<file path="src/rtl/bus_arbiter.sv">
// bus_arbiter: grants a shared serial bus to one of N_MST masters at a time.
// It parks one split transaction and resumes it with priority once the slave
// is ready, and it revokes a grant that is held past a timeout.
// Build option: define ARB_ROUND_ROBIN_EN for round-robin arbitration;
// without it the lowest requesting index wins (fixed priority).
module bus_arbiter #(
  parameter int N_MST       = 2,
  parameter int TIMEOUT_CYC = 1024
) (
  input  logic                     in_clk,
  input  logic                     reset_n,
  input  logic [N_MST-1:0]         breq,
  input  logic                     split_en,
  output logic [N_MST-1:0]         bgrant,
  output logic [$clog2(N_MST)-1:0] gnt_idx,
  output logic                     bus_busy,
  output logic                     split_active,
  output logic                     timeout_err
);

  localparam int IDX_W = $clog2(N_MST);
  // Keep the counter at least one bit wide when the timeout is disabled.
  localparam int CNT_W = (TIMEOUT_CYC > 0) ? $clog2(TIMEOUT_CYC + 1) : 1;
  localparam logic [CNT_W-1:0] CNT_MAX  = {CNT_W{1'b1}};
  localparam logic [CNT_W-1:0] CNT_LAST = CNT_W'((TIMEOUT_CYC > 0) ? TIMEOUT_CYC - 1 : 0);

  typedef enum logic {
    ST_IDLE  = 1'b0,
    ST_OWNED = 1'b1
  } state_t;

  state_t             state_q, state_d;
  logic [N_MST-1:0]   bgrant_q, bgrant_d;
  logic [IDX_W-1:0]   gnt_idx_q, gnt_idx_d;
  logic               split_active_q, split_active_d;
  logic [IDX_W-1:0]   split_owner_q, split_owner_d;
  logic               timeout_err_q, timeout_err_d;
  logic [CNT_W-1:0]   hold_cnt_q, hold_cnt_d;

  logic               split_release;
  logic [N_MST-1:0]   eligible;
  logic               win_found;
  logic [IDX_W-1:0]   win_idx;

`ifdef ARB_ROUND_ROBIN_EN
  logic [IDX_W-1:0]   rr_ptr_q, rr_ptr_d;

  // Index following i, wrapping at N_MST (works for non-power-of-two counts).
  function automatic logic [IDX_W-1:0] idx_after(input logic [IDX_W-1:0] i);
    return (int'(i) == N_MST - 1) ? '0 : i + 1'b1;
  endfunction
`endif

  // Requesters allowed to win normal arbitration: the parked split master is
  // masked out unless its slot is being abandoned this cycle.
  always_comb begin
    split_release = split_active_q && !split_en && !breq[split_owner_q];
    eligible      = breq;
    if (split_active_q && !split_release) begin
      eligible[split_owner_q] = 1'b0;
    end
  end

`ifdef ARB_ROUND_ROBIN_EN
  // Round-robin winner: scan upward from the pointer, first eligible wins.
  always_comb begin
    int cand;
    cand      = 0;
    win_found = 1'b0;
    win_idx   = '0;
    for (int k = 0; k < N_MST; k++) begin
      cand = int'(rr_ptr_q) + k;
      if (cand >= N_MST) begin
        cand = cand - N_MST;
      end
      if (!win_found && eligible[cand]) begin
        win_found = 1'b1;
        win_idx   = IDX_W'(cand);
      end
    end
  end
`else
  // Fixed-priority winner: scan downward so the lowest index is kept last.
  always_comb begin
    win_found = 1'b0;
    win_idx   = '0;
    for (int k = N_MST - 1; k >= 0; k--) begin
      if (eligible[k]) begin
        win_found = 1'b1;
        win_idx   = IDX_W'(k);
      end
    end
  end
`endif

  // Next-state and registered-output logic for the IDLE/OWNED machine.
  always_comb begin
    state_d        = state_q;
    bgrant_d       = bgrant_q;
    gnt_idx_d      = gnt_idx_q;
    split_active_d = split_active_q;
    split_owner_d  = split_owner_q;
    timeout_err_d  = 1'b0;
    hold_cnt_d     = hold_cnt_q;
`ifdef ARB_ROUND_ROBIN_EN
    rr_ptr_d       = rr_ptr_q;
`endif
    case (state_q)
      ST_IDLE: begin
        bgrant_d   = '0;
        hold_cnt_d = '0;
        if (split_active_q && !split_en && breq[split_owner_q]) begin
          // Ready split slave: its master resumes ahead of everyone else.
          bgrant_d       = N_MST'(1) << split_owner_q;
          gnt_idx_d      = split_owner_q;
          split_active_d = 1'b0;
          state_d        = ST_OWNED;
`ifdef ARB_ROUND_ROBIN_EN
          rr_ptr_d       = idx_after(split_owner_q);
`endif
        end else begin
          if (split_release) begin
            split_active_d = 1'b0;
          end
          if (win_found) begin
            bgrant_d  = N_MST'(1) << win_idx;
            gnt_idx_d = win_idx;
            state_d   = ST_OWNED;
`ifdef ARB_ROUND_ROBIN_EN
            rr_ptr_d  = idx_after(win_idx);
`endif
          end
        end
      end
      ST_OWNED: begin
        if (hold_cnt_q != CNT_MAX) begin
          hold_cnt_d = hold_cnt_q + 1'b1;
        end
        if (split_en && !split_active_q) begin
          // Park the current owner; the single split slot is now taken.
          split_owner_d  = gnt_idx_q;
          split_active_d = 1'b1;
          bgrant_d       = '0;
          state_d        = ST_IDLE;
        end else if (!breq[gnt_idx_q]) begin
          bgrant_d = '0;
          state_d  = ST_IDLE;
        end else if ((TIMEOUT_CYC != 0) && (hold_cnt_q == CNT_LAST)) begin
          bgrant_d      = '0;
          timeout_err_d = 1'b1;
          state_d       = ST_IDLE;
        end
      end
      default: begin
        state_d  = ST_IDLE;
        bgrant_d = '0;
      end
    endcase
  end

  // State and output registers, cleared asynchronously.
  always_ff @(posedge in_clk or negedge reset_n) begin
    if (!reset_n) begin
      state_q        <= ST_IDLE;
      bgrant_q       <= '0;
      gnt_idx_q      <= '0;
      split_active_q <= 1'b0;
      split_owner_q  <= '0;
      timeout_err_q  <= 1'b0;
      hold_cnt_q     <= '0;
    end else begin
      state_q        <= state_d;
      bgrant_q       <= bgrant_d;
      gnt_idx_q      <= gnt_idx_d;
      split_active_q <= split_active_d;
      split_owner_q  <= split_owner_d;
      timeout_err_q  <= timeout_err_d;
      hold_cnt_q     <= hold_cnt_d;
    end
  end

`ifdef ARB_ROUND_ROBIN_EN
  // Round-robin start pointer, advanced past every granted index.
  always_ff @(posedge in_clk or negedge reset_n) begin
    if (!reset_n) begin
      rr_ptr_q <= '0;
    end else begin
      rr_ptr_q <= rr_ptr_d;
    end
  end
`endif

  assign bgrant       = bgrant_q;
  assign gnt_idx      = gnt_idx_q;
  assign bus_busy     = (state_q == ST_OWNED);
  assign split_active = split_active_q;
  assign timeout_err  = timeout_err_q;

endmodule

</file>
<file path="config.mk">
export PLATFORM = sky130hd
export DESIGN_NAME = bus_arbiter
export DESIGN_NICKNAME = d
export VERILOG_FILES = /design/src/rtl/bus_arbiter.sv
export SDC_FILE = /design/constraint.sdc
export NUM_CORES = 1
export LEC_CHECK = 0
export CORE_AREA = 5 5 47 49
export DETAILED_ROUTE_END_ITERATION = 16
export DIE_AREA = 0 0 52 54
export PLACE_DENSITY = 0.86
export SLEW_MARGIN = 20
export SYNTH_ARGS = -nofsm -noshare
export SYNTH_HDL_FRONTEND = slang
export SYNTH_SLANG_ARGS = --single-unit
export TNS_END_PERCENT = 100
</file>
<file path="constraint.sdc">
create_clock -name in_clk -period 4.12 [get_ports in_clk]
set_input_delay 1.236 -clock in_clk [delete_from_list [all_inputs] [get_ports in_clk]]
set_output_delay 1.236 -clock in_clk [all_outputs]
set_load 0.02 [all_outputs]
</file>
* Word-level counts from Yosys, hierarchy flattened
Cells that the tools add are included.
Storage, ports and cells: input port bits 5, output and inout bits 6, logic and storage cells 70, register bits after elaboration 18
Cells by class: $add $sub $neg 1, shifts and indexed selects 2, multiplexer cells 34, reductions and logical operators 14, eq/ne operators 6, $lt $le $gt $ge 3, bitwise gates (word level) 3
Operators with widths (number):
- $mux 1 | 22
- $pmux 11 s2 | 1
- $mux 2 | 6
- $add 11x1->11 const B | 1
- $eq 11x10->1 const B | 1
- $mux 11 | 1
- $ne 11x11->1 const B | 1
- $logic_and 1x1->1 | 6
- $reduce_and 2->1 | 3
- $logic_not 1->1 | 4
- $lt 1x2->1 const B | 2
- $ne 2x1->1 const B | 2
- $ne 4x3->1 const B | 1
- $pmux 1 s2 | 2
- $pmux 2 s2 | 1
- $shl 1x1->2 const A | 2
- $ne 3x3->1 const B | 1
- $and 2x2->2 | 1
- $not 2->2 | 1
- $reduce_bool 2->1 | 1
- $demux 1 s1 | 1
- $ge 1x1->1 const B | 1
- $not 1->1 | 1

* Logic depth before layout (Yosys ltp)
Gate-level depths: netlist of the first run.
word-level depth 13, mapped depth 5, mapped depth without buffers 5

* Worst setup path after synthesis of the first run
No wires, ideal clock.
path kind in2reg, start point input split_en, end point register bgrant_q[0] (netlist: bgrant[0]), setup slack 2.077 ns, cell stages on the path 4, setup time 0.067 ns, data required time 4.053 ns, arrival 1.975 ns, path through nor2b_1 -> or3_1 -> a21oi_1 -> a32o_1
Between the ends: word-level cells in the longest chain between the ends 12, elaborated cells on any way between the ends 17
RTL lines:
- start: declaration | line 13 | input logic split_en,
- $logic_not 1->1 | line 57, 112
- $logic_and 1x1->1 | line 57, 112
- $logic_and 1x1->1 | line 57 | split_release = split_active_q && !split_en && !breq[split_owner_q];
- $logic_not 1->1 | line 59 | if (split_active_q && !split_release) begin
- $logic_and 1x1->1 | line 59
- $mux 2 | line 59
- $mux 1 (2 in a row) | line 88 | if (eligible[k]) begin
- $shl 1x1->2 | line 126 | bgrant_d = N_MST'(1) << win_idx;
- $mux 2 | line 125 | if (win_found) begin
- $mux 2 | line 112 | if (split_active_q && !split_en && breq[split_owner_q]) begin
- $pmux 2 s2 | line 108 | case (state_q)
- end signal: assignment | line 173 | bgrant_q <= bgrant_d;
- end: declaration | line 33 | logic [N_MST-1:0] bgrant_q, bgrant_d;
Parallel ways exist; a longest one is shown, timed or not. A chain may end at the register's enable or synchronous reset.

* Worst setup path in the final report of the first run
start point register state_q (netlist: bus_busy), end point output bus_busy
RTL lines:
- start: declaration | line 32 | state_t state_q, state_d;
- start signal: assignment | line 172 | state_q <= state_d;
- end: declaration | line 16 | output logic bus_busy,
No word-level cell between the ends.

==> impl.org, run 1 <==
** Synth
- The synthesized design contains 0 enable-type register cells.
- Flip-flop and latch count after synthesis :: 18
- The average instance in the mapped netlist occupies between 9 and 10 um2.
- Count of distinct cell types in the synthesized netlist :: 33
- For this run, the number of Yosys warnings is 0.
- Count of mapped cells out of synthesis :: 90
- Nets in the synthesized netlist :: 96
- After synthesis, the share of flip-flops with an asynchronous set or reset is 100%.
- The synthesized netlist occupies a cell area of around 900 um2.
- Prevailing post-synth register cell :: sky130_fd_sc_hd__dfrtp_1
- Sequential elements use a little over 50% of the synthesized area.

** Power and ir drop
- Summed over all cells, the static leakage comes to around 0.44 nW.
- Peak supply drop :: 0.358 mV
- Dividing total power by cell area gives a power density of around 520 mW/mm2.

** Drt
- Before antenna repair, the detailed router went through 4 iterations.
- The detailed router placed roughly 730 vias in this run.
- Total wirelength of the detailed-routed design :: 1.71 mm
- Vias per std cell :: roughly 5.7
- For this block, the initial DRC count from the detailed router was 13.
- In the final routed layout, each cell accounts on average for between 10 and 15 um.
- # DRC :: 0
- In this run the remaining antenna-violating nets after routing total 0.

** Worst setup path
- CP startpoint kind :: flop
- Endpoint of the most critical setup path :: bus_busy
- The setup check on the worst reg-to-reg path leaves a slack of roughly 2.4 ns.
- STA puts the critical path data required time at roughly 2.9 ns.
- Total buffers and inverters traversed by the critical path :: 1
- Worst Reg-to-Reg Cells :: 5
- STA classifies the critical path endpoint as an output pin.
- Crit path max-delay family :: buffers and inverters
- Instance count on the critical path :: 1
- Start-to-end type of the worst setup path :: flop to output pin
- Cell-by-cell listing of the critical path :: clkdlybuf4s50_1
- Crit Reg-Reg Endpoint :: bus_busy$_DFF_PN0_
- Worst-path cell with the longest stage delay :: sky130_fd_sc_hd__clkdlybuf4s50_1
- CP Launch Point :: bus_busy$_DFF_PN0_
- Along the worst path, the maximum fanout reaches 8.
- In this run the critical register-to-register path is launched from hold_cnt_q[0]$_DFFE_PN0P_.
- Critical path's largest stage delay :: about 0.66 ns
- Data on the critical path arrives at its endpoint at around 1.5 ns.

** Global routing
- The number of global-route vias before repair came to approximately 730.
- Wire length of the first global-routing pass :: a little under 3 mm
- Number of antenna violations at the first check in global routing :: 0
- Entering global routing, the biggest net connects 19 pins.
- Total grt overflow :: 0
- Overall global routing resource usage :: 14.5%

** STA
- Slew margin rel. :: a little under half
- For this run, the top clock speed supported by timing is approximately 370 MHz.
- Number of setup violations in the final report :: 0
- The number of hold violations in the final report came to 0.
- Final slew viol count :: 0
- RSZ-0062 raised after global routing :: false
- Final critical-path required period :: ~2.7 ns
- The final critical path takes up 65.1% of the cycle.
- For the final routed database, the setup TNS stands at 0 ns.
- For the final database, setup skew stands at between 0.0015 and 0.002 ns.
- Transition time at the pin with the least slew margin :: between 0.7 and 0.8 ns

** Clock tree
- TritonCTS clock tree :: done
- Number of buffers inserted during clock tree synthesis :: 3
- In this run the post-CTS setup repair buffer count came out at 0.
- Post-CTS Resized :: 0
- The clock passes through at most 2 buffers.
- Number of clock sinks :: 18
- Number of hold buffers added after cts :: 0
- Clock latency on the worst-skew pair, taken at its later pin, is 0.29 ns.
- Root buffer cell :: sky130_fd_sc_hd__clkbuf_4
- CTS built an H-tree with a depth of 1.
- After clock tree synthesis, the clock-pin slew on the worst setup and hold paths is 0.09 ns.

** Die
- After floorplanning, the core was divided into 16 placement rows.
- Std-Cell Core Area :: 0.00182 mm2
- Area of the die :: 0.00281 mm2
- 11 I/O pins were placed.
- Die Span X :: 52 um
- Effective utilization at floorplan :: between 40 and 50%
- Height of the die :: 54 um

** Outcome
- The run finished with clean final reports.

** Place
- At the end of routability-driven placement, the weighted congestion stood at between 0.8 and 0.9.
- After legalization and detailed placement, the total HPWL measured 1.24 mm.
- Port buffering added 10 buffers.
- After detailed placement, the total cell area comes to 0.00103 mm2.

** Layout
- Compared with the post-synthesis result, the final layout area differs by 17.0%.
- Area taken by multi-input logic gates :: ~430 um2
- Count of filler cells inserted in the layout :: ~170
- Final design area excluding fillers :: ~0.0010 mm2
- Cells with a size suffix above 1 make up 8.82% of the layout.
- The sequential cells in the finished layout cover a total of 450 um2.
- Net count, final :: 110
- Most frequent cells in the layout :: 18 x sky130_fd_sc_hd__dfrtp_1, 10 x sky130_fd_sc_hd__clkdlybuf4s50_1, 9 x sky130_fd_sc_hd__nor2_1
- Most common cell after layout, fill and taps aside :: sky130_fd_sc_hd__dfrtp_1
- 0 antenna diodes ended up in the layout.

** Hold path
- Worst hold stages :: 1
- Worst Hold Class :: flop to flop

** Job
- Max-capacitance violation count :: 0
cell type report:
class	instances	share of cell area (%)
multi-input combinational	67	40.7
timing repair buffer	10	9.55
tap	27	3.22
sequential	18	43.0
clock buffer	3	2.15
inverter	4	1.43
cell usage after synthesis (2+ instances only):
cell type | number | area [um2]
sky130_fd_sc_hd__o21ai_0 | 4 | 20.0
sky130_fd_sc_hd__a211oi_1 | 2 | 15.0
sky130_fd_sc_hd__nor2_1 | 9 | 33.8
sky130_fd_sc_hd__xor2_1 | 2 | 17.5
sky130_fd_sc_hd__mux2i_1 | 4 | 40.0
sky130_fd_sc_hd__a21o_1 | 2 | 15.0
sky130_fd_sc_hd__inv_1 | 4 | 15.0
sky130_fd_sc_hd__nand3_1 | 5 | 25.0
sky130_fd_sc_hd__o31ai_1 | 3 | 22.5
sky130_fd_sc_hd__a21oi_1 | 6 | 30.0
sky130_fd_sc_hd__nand2_1 | 8 | 30.0
sky130_fd_sc_hd__nand4_1 | 2 | 12.5
sky130_fd_sc_hd__mux2_2 | 2 | 22.5
sky130_fd_sc_hd__dfrtp_1 | 18 | 450
how the worst min path moves through the flow:
stage	from	end	slack, ns
6_report	bgrant[1]$_DFFE_PN0P_	bgrant[1]$_DFFE_PN0P_	0.49
5_1_grt	bgrant[0]$_DFFE_PN0P_	bgrant[0]$_DFFE_PN0P_	0.52
4_1_cts	bgrant[1]$_DFFE_PN0P_	bgrant[1]$_DFFE_PN0P_	0.50
3_5_place_dp	bgrant[1]$_DFFE_PN0P_	bgrant[1]$_DFFE_PN0P_	0.47
3_3_place_gp	bgrant[1]$_DFFE_PN0P_	bgrant[1]$_DFFE_PN0P_	0.47
2_1_floorplan	hold_cnt_q[4]$_DFFE_PN0P_	hold_cnt_q[4]$_DFFE_PN0P_	0.47
report_power, final:
group | switching, W | internal, W
combinational | 0.000102 | 0.0000935
clock | 0.0000506 | 0.0000340
sequential | 0.0000519 | 0.000214
per-layer routing:
metal  share of wire [%]  track usage (%)  vias up
li1                    -                -      358
met1                  46             16.6      356
met2                  48             25.1       17
met3                 3.9             3.32        3
met4                 2.0             7.86        0
met5                   0                0        -
cell families after synthesis:
family	synth area share (%)
flops	50.3
mux	6.98
compound gates	16.2
fa+ha+maj	1.40
buf+inv	2.09
xor+xnor	1.96
simple gates	21.1
metrics by stage:
| stage | total power, W | instances | utilization [%] | worst slack [ns] | hold WS [ns] |
|---|---|---|---|---|---|
| 2_1_floorplan | 0.000381 | 90 | - | 2.08 | 0.467 |
| 3_3_place_gp | 0.000460 | 126 | 56.3 | 1.50 | 0.469 |
| 3_5_place_dp | 0.000464 | 126 | 56.3 | 1.45 | 0.474 |
| 4_1_cts | 0.000554 | 129 | 57.6 | 1.43 | 0.501 |
| 5_1_grt | 0.000587 | 129 | 57.6 | 1.37 | 0.523 |
| 6_report | 0.000546 | 129 | 57.6 | 1.44 | 0.494 |
sequential cells by signal, summed over array words and instances (netlist names):
| register | flops |
|---|---|
| split_owner_q | 1 |
| gnt_idx | 1 |
| bgrant | 2 |
| bus_busy | 1 |
| timeout_err | 1 |
| hold_cnt_q | 11 |
| split_active | 1 |
Note: power is estimated with default switching activity, not from simulation.
==> run 2, diff against run 1 <==
Settings changed: CORE_AREA 5 5 47 49 to 5 5 48 50, DIE_AREA 0 0 52 54 to 0 0 53 55, PLACE_DENSITY 0.86 to 0.83.
Clock period 4.12 ns to 2.6 ns, I/O delays scaled along.
==> run 2 against run 1 <==
Compared with the run above: die area rose by 3.8%; first-iteration DRC count is 100% higher; combinational power increased by 59%; via count is 1.8% higher; global-route usage down 1.2 points; critical path depth is the same.
==> impl.org, run 2 (same netlist as run 1, synthesis figures left out) <==
** Outcome
- The flow ran to the end, and the final reports show no timing, DRC or antenna violations.

** Global routing
- Total grt overflow :: 0 (unchanged)
- The global-route wire length before repair came to 2.88 mm (-2.1%).
- Number of antenna violations at the first check in global routing :: 0 (unchanged)
- Maximum number of pins on one net before global-route repair :: 19 (unchanged)
- The overall fraction of global-route tracks in use was 13.3% (-1.2 points).
- Vias in the first global route :: 701 (-4.5%)

** Clock tree
- The clock latency at the later pin of the worst-skew pair was 0.28 ns (about the same).
- Clock Pin Slew Worst Setup and Hold Paths :: 0.09 ns (about the same)
- TritonCTS clock tree :: done
- The number of instances resized during post-cts repair is 0 (unchanged).
- The tree is rooted in a sky130_fd_sc_hd__clkbuf_4.
- The worst-case clock buffer depth came to 2 (unchanged).
- Number of clock sinks :: 18 (unchanged)
- The H-tree depth was 1 (unchanged).
- Post-CTS setup buffers :: 0 (unchanged)
- The count of hold-fix buffers inserted at cts came to 0 (unchanged).
- The number of buffers inserted during clock tree synthesis is 3 (unchanged).

** Die
- The die area is 0.00292 mm2 (+3.8%).
- The y dimension of the die was 55 um (+1.9%).
- Die Span X :: 53 um (+1.9%)
- Effective utilization at floorplan :: 48.1% (-1.1 points)
- Boundary pin count :: 11 (unchanged)
- Placement Rows :: 16 (unchanged)
- Std-Cell Core Area :: 0.00186 mm2 (+2.2%)

** STA
- Part of the cycle the worst path needs :: 85.9%
- Final Hold Violating Endpoints :: 0 (unchanged)
- Transition time at the pin with the least slew margin :: 0.390 ns (-0.393 ns)
- Final slew viol count :: 0 (unchanged)
- The setup TNS is 0 ns (unchanged).
- Maximum frequency from static timing analysis :: 448 MHz
- The worst path needs roughly 2.2 ns of the cycle, external delays included.
- Number of setup violations in the final report :: 0 (unchanged)
- The maximum clock skew at final layout came to 0.00359 ns (+0.00174 ns).
- Slew margin rel. :: 73.9% (+26 points)
- The worst setup slack after layout came to 0.367 ns (-1.07 ns).
- The worst hold-check slack is 0.492 ns (-0.00221 ns).
- Setup repair after global routing left no endpoint under its margin.

** Worst setup path
- Startpoint of the lowest-slack register-to-register path :: hold_cnt_q[0]$_DFFE_PN0P_
- Maximum net fanout on the critical path :: 8 (unchanged)
- Total buffers and inverters traversed by the critical path :: 1 (unchanged)
- Worst-path cell with the longest stage delay :: sky130_fd_sc_hd__clkdlybuf4s50_1
- Crit path max-delay family :: buffers and inverters
- Start-to-end type of the worst setup path :: flop to output pin
- Critical path's largest stage delay :: 0.66 ns (about the same)
- Worst EP required :: 1.82 ns (-1.06 ns)
- CP startpoint kind :: flop
- The data arrival time of the critical path is 1.45 ns (about the same).
- The signal on the critical path passes through clkdlybuf4s50_1.
- The worst setup path is captured at an output pin.
- CP Launch Point :: bus_busy$_DFF_PN0_

** Layout
- Counting flops per register, the top entry is hold_cnt_q.
- Share of post-route cells with drive strength above 1 :: 9.71% (+0.89 points)
- Fin util :: 56.7% (-0.83 points)
- Net count, final :: 111 (+0.91%)
- Number of flip-flops under the largest register name :: 11 (unchanged)
- Most common cell after layout, fill and taps aside :: sky130_fd_sc_hd__dfrtp_1
- Most frequent cells in the layout :: 18 x sky130_fd_sc_hd__dfrtp_1, 10 x sky130_fd_sc_hd__clkdlybuf4s50_1, 9 x sky130_fd_sc_hd__nor2_1
- From synthesis to final layout, the design area changed by 17.9%.
- The antenna diode count is 0 (unchanged).

** Drt
- The DRC violations left is 0 (unchanged).
- Detailed Route Iter0 Violations :: 26 (+13)
- Total wirelength of the detailed-routed design :: 1.75 mm (+2.5%)
- Vias per std cell :: 5.75 (+0.99%)
- Via Count :: 747 (+1.8%)
- The count of nets left with antenna violations after detail routing was 0 (unchanged).
- Wire length per cell after detailed routing :: 13.5 um (+1.7%)
- 1st-pass router iterations :: 4 (unchanged)

** Place
- The placed wire-length estimate came to 1.30 mm (+4.9%).
- Worst setup slack before clock tree synthesis :: 0.372 ns (-1.07 ns)
- Gp weighted congestion :: 0.840 (+2.5%)
- The count of buffers inserted at the top-level ports came to 10 (unchanged).

** Hold path
- The path class of the tightest hold or removal check is flop to flop.
- In this run the most critical hold path is launched from bgrant[1]$_DFFE_PN0P_.

** Power and ir drop
- The cell area power density was 820 mW/mm2 (+57%).
- Leakage power figure :: 0.447 nW (+1.1%)
- The worst IR drop on VDD was 0.497 mV (+39%).

** Job
- Max-capacitance violation count :: 0 (unchanged)
run 2: changes by cell type in the layout (fill, tap and decap cells not counted):
cell / before / now
sky130_fd_sc_hd__buf_4: 0 / 1
run 2: worst paths after layout:
| check | end | slack, ns | cells after the start |
|---|---|---|---|
| min | bgrant[1]$_DFFE_PN0P_ | 0.49 | 1 |
| max reg2reg | hold_cnt_q[1]$_DFFE_PN0P_ | 0.85 | 5 |
| max | bus_busy | 0.37 | 1 |
| min reg2reg | bgrant[1]$_DFFE_PN0P_ | 0.49 | 1 |
| min in group asynchronous | hold_cnt_q[4]$_DFFE_PN0P_ | 0.81 | 2 |
| max in group asynchronous | bgrant[0]$_DFFE_PN0P_ | 1.60 | 2 |
run 2: area by class of cell:
class                   instances  area [um2]
well taps                      27        33.8
multi-input cells              67         427
fillers                       175         806
inverters                       4        15.0
clock buffers                   3        22.5
flip-flops and latches         18         450
repair buffers                 11         108
run 2: routing by layer:
layer | share of wire [%] | vias to the layer above | GRT usage [%]
li1 | - | 361 | -
met4 | 0 | 0 | 3.40
met5 | 0 | - | 0
met3 | 4.2 | 0 | 4.83
met2 | 48 | 16 | 22.9
met1 | 47 | 370 | 15.8
run 2: metrics by stage:
| step | instances | total power, W | instance area, um2 |
|---|---|---|---|
| detailed placement | 127 | 0.000740 | 1030 |
| finish | 130 | 0.000866 | 1060 |
| floorplan | 90 | 0.000604 | 896 |
| global placement | 127 | 0.000731 | 1030 |
| CTS | 130 | 0.000876 | 1060 |
| global route | 130 | 0.000926 | 1060 |
run 2: where the power goes:
| part | switching [W] | internal (W) |
|---|---|---|
| clock network | 0.0000793 | 0.0000538 |
| registers | 0.0000818 | 0.000339 |
| logic | 0.000163 | 0.000149 |
